[src/rtl/seq_det_pkg.sv]
// Shared definitions for the 1011 sequence-detector family: state encoding,
// default pattern and pattern length.
package seq_det_pkg;

    typedef enum logic {
        ST_IDLE = 1'b0,
        ST_SEND = 1'b1
    } state_t;

    localparam logic [3:0] PATTERN_DEFAULT = 4'b1011;
    localparam int         PATTERN_LEN     = 4;
    localparam int         IDX_W           = $clog2(PATTERN_LEN);

endpackage

[src/rtl/seq_gen_1011_tx.sv]
// Serial 1011 burst transmitter: emits `count` repetitions of PATTERN, MSB
// first, either concatenated or sharing the leading 1 with the previous tail.
module seq_gen_1011_tx
    import seq_det_pkg::*;
#(
    parameter logic [PATTERN_LEN-1:0] PATTERN = PATTERN_DEFAULT,
    parameter int                     CW      = 4
) (
    input  logic          clk,
    input  logic          reset_n,
    input  logic          start,
    input  logic [CW-1:0] count,
    input  logic          overlap,
    output logic          ser_out,
    output logic          ser_valid,
    output logic          busy,
    output logic          done
);

    localparam logic [IDX_W-1:0] IDX_MSB = IDX_W'(PATTERN_LEN - 1);
    localparam logic [IDX_W-1:0] IDX_OVL = IDX_W'(PATTERN_LEN - 2);

    state_t           state_reg, state_next;
    logic [IDX_W-1:0] idx_reg, idx_next;
    logic [CW-1:0]    rep_reg, rep_next;
    logic             ovl_reg, ovl_next;
    logic             zero_pend_reg, zero_pend_next;
    logic             ser_out_reg, ser_out_next;
    logic             ser_valid_reg, ser_valid_next;
    logic             done_reg, done_next;
    logic             last_bit;

    always_ff @(posedge clk or negedge reset_n) begin
        if (!reset_n) begin
            state_reg     <= ST_IDLE;
            idx_reg       <= '0;
            rep_reg       <= '0;
            ovl_reg       <= 1'b0;
            zero_pend_reg <= 1'b0;
            ser_out_reg   <= 1'b0;
            ser_valid_reg <= 1'b0;
            done_reg      <= 1'b0;
        end else begin
            state_reg     <= state_next;
            idx_reg       <= idx_next;
            rep_reg       <= rep_next;
            ovl_reg       <= ovl_next;
            zero_pend_reg <= zero_pend_next;
            ser_out_reg   <= ser_out_next;
            ser_valid_reg <= ser_valid_next;
            done_reg      <= done_next;
        end
    end

    always_comb begin
        state_next     = state_reg;
        idx_next       = idx_reg;
        rep_next       = rep_reg;
        ovl_next       = ovl_reg;
        zero_pend_next = 1'b0;
        last_bit       = 1'b0;

        case (state_reg)
            ST_SEND: begin
                if (idx_reg == '0) begin
                    rep_next = rep_reg - CW'(1);
                    if (rep_reg == CW'(1)) begin
                        last_bit   = 1'b1;
                        state_next = ST_IDLE;
                    end else begin
                        idx_next = ovl_reg ? IDX_OVL : IDX_MSB;
                    end
                end else begin
                    idx_next = idx_reg - 1'b1;
                end
            end
            default: ;
        endcase

        // A start landing on the final bit chains the next burst with no gap.
        if (start && ((state_reg == ST_IDLE) || last_bit)) begin
            if (count != '0) begin
                state_next = ST_SEND;
                idx_next   = IDX_MSB;
                rep_next   = count;
                ovl_next   = overlap;
            end else begin
                zero_pend_next = 1'b1;
            end
        end

        done_next      = last_bit | zero_pend_reg;
        ser_valid_next = (state_next == ST_SEND);
        ser_out_next   = ser_valid_next & PATTERN[idx_next];
    end

    assign ser_out   = ser_out_reg;
    assign ser_valid = ser_valid_reg;
    assign busy      = ser_valid_reg;
    assign done      = done_reg;

endmodule

[config.mk]
export PLATFORM = sky130hd
export DESIGN_NAME = seq_gen_1011_tx
export DESIGN_NICKNAME = d
export VERILOG_FILES = /design/src/rtl/seq_det_pkg.sv /design/src/rtl/seq_gen_1011_tx.sv
export SDC_FILE = /design/constraint.sdc
export NUM_CORES = 1
export LEC_CHECK = 0
export CAP_MARGIN = 20
export CORE_MARGIN = 3
export CORE_UTILIZATION = 35
export CTS_CLUSTER_DIAMETER = 30
export DETAILED_ROUTE_END_ITERATION = 7
export DONT_BUFFER_PORTS = 1
export HOLD_SLACK_MARGIN = 0.1
export SLEW_MARGIN = 20
export SYNTH_ARGS = -nofsm -noshare
export SYNTH_HDL_FRONTEND = slang
export SYNTH_SLANG_ARGS = --single-unit
[constraint.sdc]
create_clock -name clk -period 1.8 [get_ports clk]
set_input_delay 0.36 -clock clk [delete_from_list [all_inputs] [get_ports clk]]
set_output_delay 0.36 -clock clk [all_outputs]
set_load 0.02 [all_outputs]
Yosys cells after proc, flatten, opt, wreduce, memory -nomap -nowiden

Cells that the tools add are included.

Memories kept: 0
Output and inout bits: 4
Register bits after elaboration: 11
Latch bits: 0
Input bits: 8
Bits in read-only memories: 0
Word-level logic and storage cells: 41
Memory bits (writable): 0

Muxes and demuxes: 22
Reductions and logical operators: 5
Bitwise operators: 3
Equality and inequality tests: 1
Shift operators: 0
$mul: 0
Magnitude comparators: 1
Div/mod/pow operators: 0
Add/subtract/negate cells: 2

Operator list:

| kind                                                       | count |
|---|---|
| two-way mux 4 bit                                          | 4 |
| two-way mux 1 bit                                          | 12 |
| two-way mux 2 bit                                          | 5 |
| == test 4 x 1 -> 1 bit, second input constant              | 1 |
| nonzero test 4 bit                                         | 1 |
| subtractor 4 x 1 -> 4 bit, second input constant           | 1 |
| less-than comparator 2 x 3 -> 1 bit, second input constant | 1 |
| binary-select mux 1 bit (select 2 bit)                     | 1 |
| logical NOT 2 bit                                          | 1 |
| AND reduction 2 bit                                        | 1 |
| subtractor 2 x 1 -> 2 bit, second input constant           | 1 |
| AND 1 bit                                                  | 1 |
| logical AND 1 bit                                          | 1 |
| logical OR 1 bit                                           | 1 |
| inverter 1 bit                                             | 1 |
| bitwise OR 1 bit                                           | 1 |

Depth between registers and ports, before layout

Depth in word-level cells: 10
Mapped depth: 7
Mapped depth without buffers: 6

Worst setup path before layout

Ideal clock, no wire load.

Path kind: reg2reg
From: register rep_reg[1]
To: register ovl_reg
Arrival: 1.713 ns
Library setup time: 0.127 ns
Clock period less this slack: 1.840 ns
Cell stages (with the launch flop): 8
Path slack: -0.040 ns
Buffers on the path: 1
Cells stage by stage: dfrtp_1 -> inv_1 -> ha_1 -> or3b_1 -> buf_2 -> o22ai_4 -> and2b_2 -> mux2_1

Word-level cells in the longest chain between the ends: 7

Ends and longest elaborated chain:

| what                          | line                  | source |
|---|---|---|
| start: declaration            | seq_gen_1011_tx.sv:25 | `logic [CW-1:0] rep_reg, rep_next;` |
| start signal: assignment      | seq_gen_1011_tx.sv:46 | `rep_reg <= rep_next;` |
| == test 4 x 1 -> 1 bit        | seq_gen_1011_tx.sv:67 | `if (rep_reg == CW'(1)) begin` |
| two-way mux 1 bit             | seq_gen_1011_tx.sv:67 |  |
| two-way mux 1 bit             | seq_gen_1011_tx.sv:65 | `if (idx_reg == '0) begin` |
| two-way mux 1 bit             | seq_gen_1011_tx.sv:63 | `case (state_reg)` |
| logical OR 1 bit              | seq_gen_1011_tx.sv:81 | `if (start && ((state_reg == ST_IDLE) \|\| last_bit)) begin` |
| logical AND 1 bit             | seq_gen_1011_tx.sv:81 |  |
| AND reduction 2 bit (no line) | --                    |  |
| end signal: assignment        | seq_gen_1011_tx.sv:47 | `ovl_reg <= ovl_next;` |
| end: declaration              | seq_gen_1011_tx.sv:26 | `logic ovl_reg, ovl_next;` |

No other way between the ends.
A chain may end at the register's enable or synchronous reset.

Final worst setup path

Same ends and word-level chain as after synthesis.

==> impl_results.rst <==
.. list-table::
   :header-rows: 1

   * - Metric
     - Value
   * - Count of unresolved DRC violations after routing
     - 0
   * - Sequential cell fraction of total power
     - 39.1%
   * - Clock-pin transition on the worst setup and hold timing paths
     - roughly 70 ps
   * - Detailed-router iteration count before antenna repair
     - 4
   * - Crit-path max cell delay
     - approximately 400 ps
   * - Area growth syn-to-layout
     - 15.8%
   * - Share of total power in the clock network
     - around 15%
   * - Crit. End Element
     - register
   * - Height of the die
     - roughly 48 µm
   * - Worst-case vdd ir drop
     - approximately 520 µV
   * - Power Internal
     - approximately 0.70 mW
   * - Ys Warns
     - 0
   * - Initial cell density of the core
     - about two fifths
   * - Classification of the worst setup path
     - reg2reg
   * - Pre-CTS worst setup slack
     - about 34 ps
   * - Num Clock Sinks
     - 11
   * - Final Routed Wirelength
     - ~1100 µm
   * - Half-perimeter wire length of the detailed placement result
     - approximately 870 µm
   * - Area of combinational cells with multiple inputs
     - about 300 µm²
   * - Buffers added on ports
     - 0
   * - CTS tree
     - built
   * - Class of the most critical hold timing path
     - in2reg
   * - Die X-Extent
     - between 40 and 50 µm
   * - Clock Path Buffers
     - 2
   * - Portion of the clock cycle consumed by the worst path in the final layout
     - between 90% and 100%
   * - Area inside the core boundary
     - between 0.0015 and 0.002 mm²
   * - Power per cell area
     - approximately 1600 mW/mm²
   * - Worst-Margin Slew
     - between 500 and 600 ps
   * - Final Skew
     - 6.79 ps
   * - Switching power share of the total
     - a little under two fifths
   * - Net Count, Synth
     - between 70 and 80
   * - Vias
     - about 480
   * - Clock Tree Root
     - clkbuf_4
   * - Final layout net count
     - 83
   * - Routed wirelength normalized by instance count
     - between 10 and 15 µm
   * - Ant. Diodes
     - 0
   * - Level count of the clock H-tree
     - 1
   * - Worst hold-check slack
     - 207 ps
   * - Critical path, cell by cell
     - inv_1, ha_1, or3b_4, o22ai_4, and2b_2, mux2_4
   * - Max-capacitance violation count
     - 0
   * - Min Tclk post-route
     - approximately 1700 ps
   * - First-pass GRT wire length
     - between 1500 and 2000 µm
   * - Gate count after technology mapping
     - 64
   * - Synth Area per Inst
     - around 9.5 µm²
   * - Total global routing overflow
     - 0
   * - Leakage power
     - around 0.32 nW
   * - Number of distinct library cells after synthesis
     - 26
   * - Via density
     - around 5.4
   * - Top fanout value on the critical path
     - 3
   * - I/O pin count
     - 12
   * - Data required time of the worst path
     - approximately 2000 ps
   * - Fraction of power consumed by combinational cells
     - a little under half
   * - Netlist area before placement
     - about 610 µm²
   * - Achievable Freq
     - 578 MHz
   * - Final-report setup violation count
     - 0
   * - Fin util
     - ~45%
   * - Total Routing Usage GR
     - about 12%
   * - Number of buffer and inverter stages on the critical path
     - 1
   * - Area occupied by registers
     - between 200 and 300 µm²
   * - Gate family responsible for the most delay along the worst path
     - simple AND/OR/NAND/NOR gates
   * - Skew-Pair Late Insertion Delay
     - between 200 and 300 ps
   * - Crit path max-delay cell type
     - dfrtp_1
   * - Crit path arrival time
     - between 1500 and 2000 ps
   * - Switching power
     - around 0.43 mW
   * - Total number of placement rows
     - 14
   * - Outcome
     - complete, no violations
   * - Final Max Slew Viols
     - 0
   * - Ratio of cells with drive above 1 in the final layout
     - between 20% and 30%
   * - Max reg flops
     - 4
   * - FILL cells
     - about 150
   * - Initial antenna violation count
     - 0
   * - Pin count of the biggest net entering global routing
     - 12
   * - Relative slew margins
     - between 60 and 70%
   * - Synthesis-stage register bit count
     - 11
   * - Sequential-to-total area share from yosys stat
     - a little under half
   * - Count of endpoints failing hold in the final timing report
     - 0
   * - Total Die Area
     - between 0.002 and 0.0025 mm²
   * - Slack of the critical path
     - around 71 ps
   * - Routability-driven placement congestion ratio
     - ~0.76
   * - Launching element type of the critical path
     - register
   * - CTS buffer count
     - 3
   * - Drt initial violations
     - 6
   * - Setup slack on the worst flop-to-flop path
     - between 70 and 80 ps
   * - Number of antenna-violating nets in the routed design
     - 0
   * - Via count of the first global-routing pass
     - around 470
[cells in the final DEF, fill, tap and decap left out, types with 3 or more instances in the layout]
master,Yosys,final
dfrtp_1,11,11
buf_4,1,8
o21ai_0,7,7
inv_1,5,5
nor2_1,5,5
a21oi_1,4,4
nand2_1,4,4
nand3_1,3,3
clkbuf_4,0,3
[power by group through the flow]
stage / clock, mW / sequential, mW / combinational (mW)
2_1_floorplan: 0 / 0.423 / 0.408
3_5_place_dp: 0 / 0.446 / 0.487
3_3_place_gp: 0 / 0.445 / 0.483
5_1_grt: 0.184 / 0.454 / 0.593
4_1_cts: 0.174 / 0.441 / 0.501
6_report: 0.166 / 0.441 / 0.523
[repair_timing]
item	CTS	global route
buffers inserted	0	2
endpoints found under the hold margin	11	0
setup endpoints to repair	0	1
gates resized for setup	0	1
hold buffers	1	0
[worst register-to-register path, cell delays in order (launching register included)]
cell	delay [ps]
dfrtp_1	400
inv_1	80
ha_1	150
or3b_4	390
o22ai_4	120
and2b_2	180
mux2_4	290
[final timing paths]
| check | start | to | cells after the start |
|---|---|---|---|
| worst max-delay path | rep_reg[1]$_DFF_PN0_ | ovl_reg$_DFFE_PN0P_ | 6 |
| worst min register to register | zero_pend_reg$_DFF_PN0_ | done$_DFF_PN0_ | 1 |
| worst max register to register | rep_reg[1]$_DFF_PN0_ | ovl_reg$_DFFE_PN0P_ | 6 |
| max in group asynchronous | reset_n | rep_reg[2]$_DFF_PN0_ | 1 |
| worst min-delay path | count[1] | rep_reg[1]$_DFF_PN0_ | 2 |
| min in group asynchronous | reset_n | ser_out$_DFF_PN0_ | 1 |
[layout make-up]
cell class	instances	area share, %
Multi-Input combinational cell	43	41.9
Sequential cell	11	38.9
Timing Repair Buffer	9	9.91
Clock buffer	4	3.72
Tap cell	16	2.83
Inverter	5	2.65
[through the flow]
stage	TNS, ps	area, µm²	instances	power (mW)
2_1_floorplan	-1.08	621	64	0.831
3_3_place_gp	0	653	81	0.928
3_5_place_dp	0	653	81	0.933
4_1_cts	0	689	86	1.12
5_1_grt	-1.69	707	88	1.23
6_report	0	707	88	1.13
[synthesized netlist by cell type (all sizes together)]
master	instances	share of area [%]
a211oi	1	1.2
a21o	1	1.2
a21oi	4	3.3
a31oi	1	1.0
and2	1	1.0
and2b	1	1.4
buf	4	3.7
clkbuf	1	0.61
dfrtp	11	45
ha	2	4.1
inv	5	3.1
mux2	1	1.8
nand2	4	2.5
nand3	3	2.5
nor2	5	3.1
nor3	1	0.82
nor4	2	3.1
o21ai	7	5.7
o22ai	2	4.3
or3b	3	4.7
xnor2	2	2.9
xor2	2	2.9
[logic make-up after synthesis]
kind of cell,Yosys count,share of synthesized area (%)
and+or+nand+nor,20,19.1
AOI/OAI and AO/OA,16,16.8
DFF,11,45.1
buffers and inverters,10,7.38
xor gates and xnor gates,4,5.74
adders and majority gates,2,4.10
muxes,1,1.84
[per-layer routing]
| metal | track usage, % | part of all wire [%] |
|---|---|---|
| met5 | 0 | 0 |
| met4 | 8.06 | 2.0 |
| met3 | 5.26 | 5.9 |
| met2 | 17.4 | 45 |
| met1 | 15.4 | 47 |
Power figures use the tool's default switching activity.
